`src/rtl/sc1602_seq_ctrl_if.sv`:
```
// Request handshake and LCD pin bundle for the SC1602 4-bit sequencer.
// The slave modport is the sequencer side.
interface sc1602_seq_ctrl_if;
  logic       req_valid;
  logic       req_rs;
  logic [7:0] req_data;
  logic       req_ready;
  logic       init_done;
  logic       lcd_rs;
  logic       lcd_rw;
  logic       lcd_en;
  logic [3:0] lcd_d;

  modport slave (
    input  req_valid, req_rs, req_data,
    output req_ready, init_done, lcd_rs, lcd_rw, lcd_en, lcd_d
  );

  modport master (
    output req_valid, req_rs, req_data,
    input  req_ready, init_done, lcd_rs, lcd_rw, lcd_en, lcd_d
  );
endinterface

```
`src/rtl/sc1602_seq_ctrl.sv`:
```
// HD44780 4-bit write sequencer: self-running power-up/init, then byte writes
// split into two strobed nibbles followed by the command execution wait.
module sc1602_seq_ctrl #(
  parameter logic [23:0] T_PWRUP = 24'd405_000,
  parameter logic [23:0] T_INIT  = 24'd110_700,
  parameter logic [23:0] T_EN    = 24'd13,
  parameter logic [23:0] T_CMD   = 24'd1_188,
  parameter logic [23:0] T_CLR   = 24'd44_280
) (
  input  logic                 sys_clk,
  input  logic                 sys_rst_n,
  sc1602_seq_ctrl_if.slave     bus
);

  typedef enum logic [2:0] {PWRUP, SETUP, PULSE, HOLD, GAP, WAIT, IDLE} state_t;

  state_t      state, state_nxt;
  logic [23:0] cnt, len, wait_len;
  logic [2:0]  step, step_sel;
  logic [7:0]  byte_q;
  logic        rs_q, single_q, lo_q, in_init;
  logic        ld_init, ld_req, set_lo, end_init, accept, done;
  logic [3:0]  nib;
  logic [8:0]  entry;
  logic        en_q, rs_out, ready_q, done_q;
  logic [3:0]  d_q;

  // {single_nibble, byte} for each init step
  function automatic logic [8:0] init_entry(input logic [2:0] s);
    case (s)
      3'd0, 3'd1, 3'd2: init_entry = {1'b1, 8'h30};
      3'd3:             init_entry = {1'b1, 8'h20};
      3'd4:             init_entry = {1'b0, 8'h28};
      3'd5:             init_entry = {1'b0, 8'h0C};
      3'd6:             init_entry = {1'b0, 8'h01};
      default:          init_entry = {1'b0, 8'h06};
    endcase
  endfunction

  always_comb begin
    nib      = lo_q ? byte_q[3:0] : byte_q[7:4];
    step_sel = (state == PWRUP) ? 3'd0 : step + 3'd1;
    entry    = init_entry(step_sel);
    if (single_q)                             wait_len = (step < 3'd2) ? T_INIT : T_CMD;
    else if (!rs_q && byte_q[7:2] == 6'd0)    wait_len = T_CLR;
    else                                      wait_len = T_CMD;
    case (state)
      PWRUP:      len = T_PWRUP;
      PULSE, GAP: len = T_EN;
      WAIT:       len = wait_len;
      default:    len = 24'd1;
    endcase
    done   = (cnt == len - 24'd1);
    accept = (state == IDLE) && bus.req_valid && ready_q;
  end

  always_comb begin
    state_nxt = state;
    ld_init   = 1'b0;
    ld_req    = 1'b0;
    set_lo    = 1'b0;
    end_init  = 1'b0;
    case (state)
      PWRUP: if (done) begin state_nxt = SETUP; ld_init = 1'b1; end
      SETUP: state_nxt = PULSE;
      PULSE: if (done) state_nxt = HOLD;
      HOLD:  state_nxt = (single_q || lo_q) ? WAIT : GAP;
      GAP:   if (done) begin state_nxt = SETUP; set_lo = 1'b1; end
      WAIT:  if (done) begin
               if (in_init && step != 3'd7) begin
                 state_nxt = SETUP;
                 ld_init   = 1'b1;
               end else begin
                 state_nxt = IDLE;
                 end_init  = in_init;
               end
             end
      IDLE:  if (accept) begin state_nxt = SETUP; ld_req = 1'b1; end
      default: state_nxt = PWRUP;
    endcase
  end

  always_ff @(posedge sys_clk or negedge sys_rst_n) begin
    if (!sys_rst_n) begin
      state    <= PWRUP;
      cnt      <= 24'd0;
      step     <= 3'd0;
      byte_q   <= 8'h00;
      rs_q     <= 1'b0;
      single_q <= 1'b0;
      lo_q     <= 1'b0;
      in_init  <= 1'b1;
    end else begin
      state <= state_nxt;
      // counter restarts on every state change and idles in IDLE, so it never wraps
      if (state_nxt != state)  cnt <= 24'd0;
      else if (state != IDLE)  cnt <= cnt + 24'd1;
      if (ld_init) begin
        step               <= step_sel;
        {single_q, byte_q} <= entry;
        rs_q               <= 1'b0;
        lo_q               <= 1'b0;
      end
      if (ld_req) begin
        byte_q   <= bus.req_data;
        rs_q     <= bus.req_rs;
        single_q <= 1'b0;
        lo_q     <= 1'b0;
      end
      if (set_lo)   lo_q    <= 1'b1;
      if (end_init) in_init <= 1'b0;
    end
  end

  // Pins follow the state register by one cycle; ready drops on the accept edge itself.
  always_ff @(posedge sys_clk or negedge sys_rst_n) begin
    if (!sys_rst_n) begin
      en_q    <= 1'b0;
      rs_out  <= 1'b0;
      d_q     <= 4'h0;
      ready_q <= 1'b0;
      done_q  <= 1'b0;
    end else begin
      en_q <= (state == PULSE);
      if (state == SETUP) begin
        d_q    <= nib;
        rs_out <= rs_q;
      end
      ready_q <= (state == IDLE) && !accept;
      done_q  <= done_q | (state == IDLE);
    end
  end

  assign bus.lcd_en    = en_q;
  assign bus.lcd_rs    = rs_out;
  assign bus.lcd_d     = d_q;
  assign bus.lcd_rw    = 1'b0;
  assign bus.req_ready = ready_q;
  assign bus.init_done = done_q;

endmodule
```
`src/flat_wrapper.sv`:
```
// flat-port wrapper written by rule: the top's interface ports become plain ports
module sc1602_seq_ctrl_flat 
#(
  parameter logic [23:0] T_PWRUP = 24'd405_000,
  parameter logic [23:0] T_INIT  = 24'd110_700,
  parameter logic [23:0] T_EN    = 24'd13,
  parameter logic [23:0] T_CMD   = 24'd1_188,
  parameter logic [23:0] T_CLR   = 24'd44_280
)
  (sys_clk, sys_rst_n, bus_req_valid, bus_req_rs, bus_req_data, bus_req_ready, bus_init_done, bus_lcd_rs, bus_lcd_rw, bus_lcd_en, bus_lcd_d);
  sc1602_seq_ctrl_if bus_i ();
  input  logic sys_clk;
  input  logic sys_rst_n;
  input wire logic [$bits(bus_i.req_valid)-1:0] bus_req_valid;
  input wire logic [$bits(bus_i.req_rs)-1:0] bus_req_rs;
  input wire logic [$bits(bus_i.req_data)-1:0] bus_req_data;
  output wire logic [$bits(bus_i.req_ready)-1:0] bus_req_ready;
  output wire logic [$bits(bus_i.init_done)-1:0] bus_init_done;
  output wire logic [$bits(bus_i.lcd_rs)-1:0] bus_lcd_rs;
  output wire logic [$bits(bus_i.lcd_rw)-1:0] bus_lcd_rw;
  output wire logic [$bits(bus_i.lcd_en)-1:0] bus_lcd_en;
  output wire logic [$bits(bus_i.lcd_d)-1:0] bus_lcd_d;
  assign bus_i.req_valid = bus_req_valid;
  assign bus_i.req_rs = bus_req_rs;
  assign bus_i.req_data = bus_req_data;
  assign bus_req_ready = bus_i.req_ready;
  assign bus_init_done = bus_i.init_done;
  assign bus_lcd_rs = bus_i.lcd_rs;
  assign bus_lcd_rw = bus_i.lcd_rw;
  assign bus_lcd_en = bus_i.lcd_en;
  assign bus_lcd_d = bus_i.lcd_d;
  sc1602_seq_ctrl #(.T_PWRUP(T_PWRUP), .T_INIT(T_INIT), .T_EN(T_EN), .T_CMD(T_CMD), .T_CLR(T_CLR)) u_core (.sys_clk(sys_clk), .sys_rst_n(sys_rst_n), .bus(bus_i));
endmodule
```
`config.mk`:
```
export PLATFORM = sky130hd
export DESIGN_NAME = sc1602_seq_ctrl_flat
export DESIGN_NICKNAME = d
export VERILOG_FILES = /design/src/rtl/sc1602_seq_ctrl_if.sv /design/src/rtl/sc1602_seq_ctrl.sv /design/src/flat_wrapper.sv
export SDC_FILE = /design/constraint.sdc
export NUM_CORES = 1
export LEC_CHECK = 0
export ABC_AREA = 1
export BUFFER_PORTS_ARGS = -buffer_cell sky130_fd_sc_hd__buf_4
export CAP_MARGIN = 10
export CORE_MARGIN = 2
export CORE_UTILIZATION = 50
export CTS_CLUSTER_SIZE = 10
export DETAILED_ROUTE_END_ITERATION = 16
export GPL_ROUTABILITY_DRIVEN = 1
export GPL_TIMING_DRIVEN = 0
export PLACE_DENSITY = 0.8
export SETUP_SLACK_MARGIN = 0.3
export SLEW_MARGIN = 30
export SYNTH_ARGS = -nofsm -noshare
export SYNTH_HDL_FRONTEND = slang
export SYNTH_SLANG_ARGS = --single-unit
```
`constraint.sdc`:
```
create_clock -name sys_clk -period 2.7 [get_ports sys_clk]
set_input_delay 0.135 -clock sys_clk [delete_from_list [all_inputs] [get_ports sys_clk]]
set_output_delay 0.135 -clock sys_clk [all_outputs]
set_load 0.01 [all_outputs]
```
==> qor.txt <==
CP Class - flip-flop to flip-flop
wire per inst - 13.8 µm
crit-path cells - inv_4 > nor2_4 > nor2_2 > o21a_1 > ha_4 > xnor2_2 > nand4_1 > nand2_1 > nand3_1 > nor2_4 > nand3_4 > nand2_4 > nand2_2 > nand2_2 > nand2_2 > nand2_2 > nand2_2 > nand2_4 > clkbuf_16 > nor2_2
Clock Pin Slew Worst Setup and Hold Paths - 0.10 ns
RSZ-0062 raised after global routing - true
Mapped Area - 0.00304 mm²
leak pwr - 1.72 nW
Slew headroom - 0.582
Worst Path Required - 2.90 ns
critical path's slowest cell - dfrtp_2
nets@finish - 457
Tot GR Track Use - 0.225
Cells after Synth - 395
# fillers - 517
largest net degree at the start of global routing - 51
Worst-Skew Late Latency - 0.32 ns
TritonRoute pass-1 iters - 4
#FFs+latches synth - 50
critical path peak fanout - 6
die area - 0.00671 mm²
area of the multi-input gates - 0.00168 mm²
pwr dens - 355 mW/mm²
status - finished with violations
CTS H-tree depth - 2
Core Area - 0.00589 mm²
Initial Utilization - 0.516
Power Total - 1.33 mW
Final min period - 2.74 ns
max incr delay on CP - 0.49 ns
syn_nets - 411
WP data arrival - 2.94 ns
synthesized area per cell - 7.69 µm²
pre-CTS setup slack - -0.125 ns
share of layout cells above drive strength 1 - 0.267
commonest non-fill, non-tap cell in the layout - nand2_1
CTS tree - built
post-synth cell types - 36
Core Util, Final - 0.638
worst hold path cell count - 2
Area Overhead vs Synth - 23.7%
register area - 0.00125 mm²
DRT Wirelength - 7110 µm
Final Wtd Congestion - 0.930
Fmax - 0.366 GHz
commonest non-fill, non-tap cells in the layout - nand2_1 (71), dfrtp_1 (48), inv_1 (47)
failing checks - negative setup slack
Post-DP Area - 0.00337 mm²
Vias/cell - 5.23
Worst Slack Setup Final - -0.0359 ns
CP dominant cell by count - nand2_2
Worst Hold Slack - 0.0354 ns
Boundary Pins - 21
initial antenna violation count - 0
row count - 28
setup_tns - -0.337 ns
Num CTS Buffers - 5
die span in y - 81.9 µm
non-filler cells, final - 517
Placed Instances - 489
Worst-Margin Slew - 0.627 ns
top cells by area, synth - dfrtp_1 (40%), nand2_1 (9.5%), inv_1 (6.1%)
Vias - 2703
R2R cell count - 20
diode count - 0
max_cap viols - 0
total gr overflow - 0
Worst Hold Class - input pin to flip-flop
global-route wire length before repair - 11700 µm
clk buf depth - 2
die width - 81.9 µm
clock root buffer - clkbuf_8
fin area - 0.00376 mm²
Num Clock Sinks - 50
maximum VDD drop - 0.304 mV
DP HPWL - 4860 µm
Yosys top cell by area - dfrtp_1
final hold violation count - 0
I/O Buffers - 19
drt first-iter violations - 216
drt drc - 0
vias in the first global route - 2637
Final period util - 1.01
Clock Skews - 0.0119 ns
Slew Limit Fails - 0
Seq/Total Area, Yosys - 0.412
final setup vio count - 17
crit start category - flip-flop
Routed Antenna Nets - 0
share of the synthesized area in the top cell type - 0.404
crit end category - flip-flop
synth warn - 0
-- layer usage --
layer	GRT usage	vias up	wire length, µm
met4	0.0533	0	76
met5	0	-	0
li1	-	1346	-
met2	0.411	60	3670
met3	0.0374	8	271
met1	0.275	1289	3090
-- synthesized netlist by cell type, drive strengths merged --
cell and number:
xnor2 5, xor2 21, o21ai 33, nor4 3
o2111ai 1, o31ai 1, a31oi 1, a211oi 1
nand2 82, mux2i 1, nand4 7, dfstp 1
o21a 1, ha 4, a21oi 4, buf 5
nor3 12, a22o 2, nand3 26, conb 1
clkinv 1, clkbuf 1, a22oi 2, inv 54
or2 1, dfrtp 49, nor2 75
-- worst max-delay path: cells and delay by family, from the launching register on --
| kind | cells | cell delay, ns |
|---|---|---|
| compound gates | 1 | 0.17 |
| fa+ha+maj | 1 | 0.19 |
| xor+xnor | 1 | 0.12 |
| simple gates | 15 | 1.36 |
| flops | 1 | 0.49 |
| buf+inv | 2 | 0.29 |
-- logic make-up after synthesis --
family	share of synthesized area
xor+xnor	0.0750
fa+ha+maj	0.0165
compound gates	0.0841
flops	0.412
simple gates	0.321
mux	0.00330
other cells	0.00123
buf+inv	0.0861
-- report_power, final --
group | switching (mW) | internal [mW]
clock | 0.273 | 0.282
sequential | 0 | 0.748
combinational | 0.0171 | 0.0119
total | 0.290 | 1.04
-- worst paths after layout --
check / endpoint / slack, ns / from
min in group asynchronous: u_core.bus.lcd_d[3]$_DFFE_PN0P_ / 0.38 / sys_rst_n
max in group asynchronous: u_core.state[2]$_DFF_PN0_ / 1.86 / sys_rst_n
max: u_core.cnt[9]$_DFFE_PN0P_ / -0.04 / u_core.state[2]$_DFF_PN0_
min reg2reg: u_core.in_init$_DFFE_PN1P_ / 0.47 / u_core.in_init$_DFFE_PN1P_
min: u_core.byte_q[6]$_DFFE_PN0P_ / 0.04 / bus_req_data[6]
max reg2reg: u_core.cnt[9]$_DFFE_PN0P_ / -0.04 / u_core.state[2]$_DFF_PN0_
-- cell type report --
type / count / share of cell area
repair inverters: 1 / 0.00200
well taps: 75 / 0.0250
inverters: 55 / 0.0603
plain buffers: 6 / 0.0200
clock inverters: 3 / 0.0130
flip-flops and latches: 50 / 0.334
clock buffers: 5 / 0.0183
repair buffers: 37 / 0.0813
multi-input cells: 285 / 0.447
-- state kept, by name, summed over array words and instances (netlist names) --
register / flops
u_core.bus.init_done: 1
u_core.bus.lcd_rs: 1
u_core.single_q: 1
u_core.step: 3
u_core.cnt: 24
u_core.state: 3
u_core.lo_q: 1
u_core.byte_q: 8
u_core.rs_q: 1
u_core.bus.lcd_d: 4
u_core.bus.lcd_en: 1
u_core.bus.req_ready: 1
u_core.in_init: 1
-- timing repair --
action                                  CTS  global route
endpoints found under the hold margin    49             0
gates resized for setup                  15            17
hold buffers                              1             0
gates cloned                              2             1
buffers inserted                         15             1
endpoints found under the setup margin   38            41
pin swaps                                 2            15
Note: power is estimated with default switching activity, not from simulation.
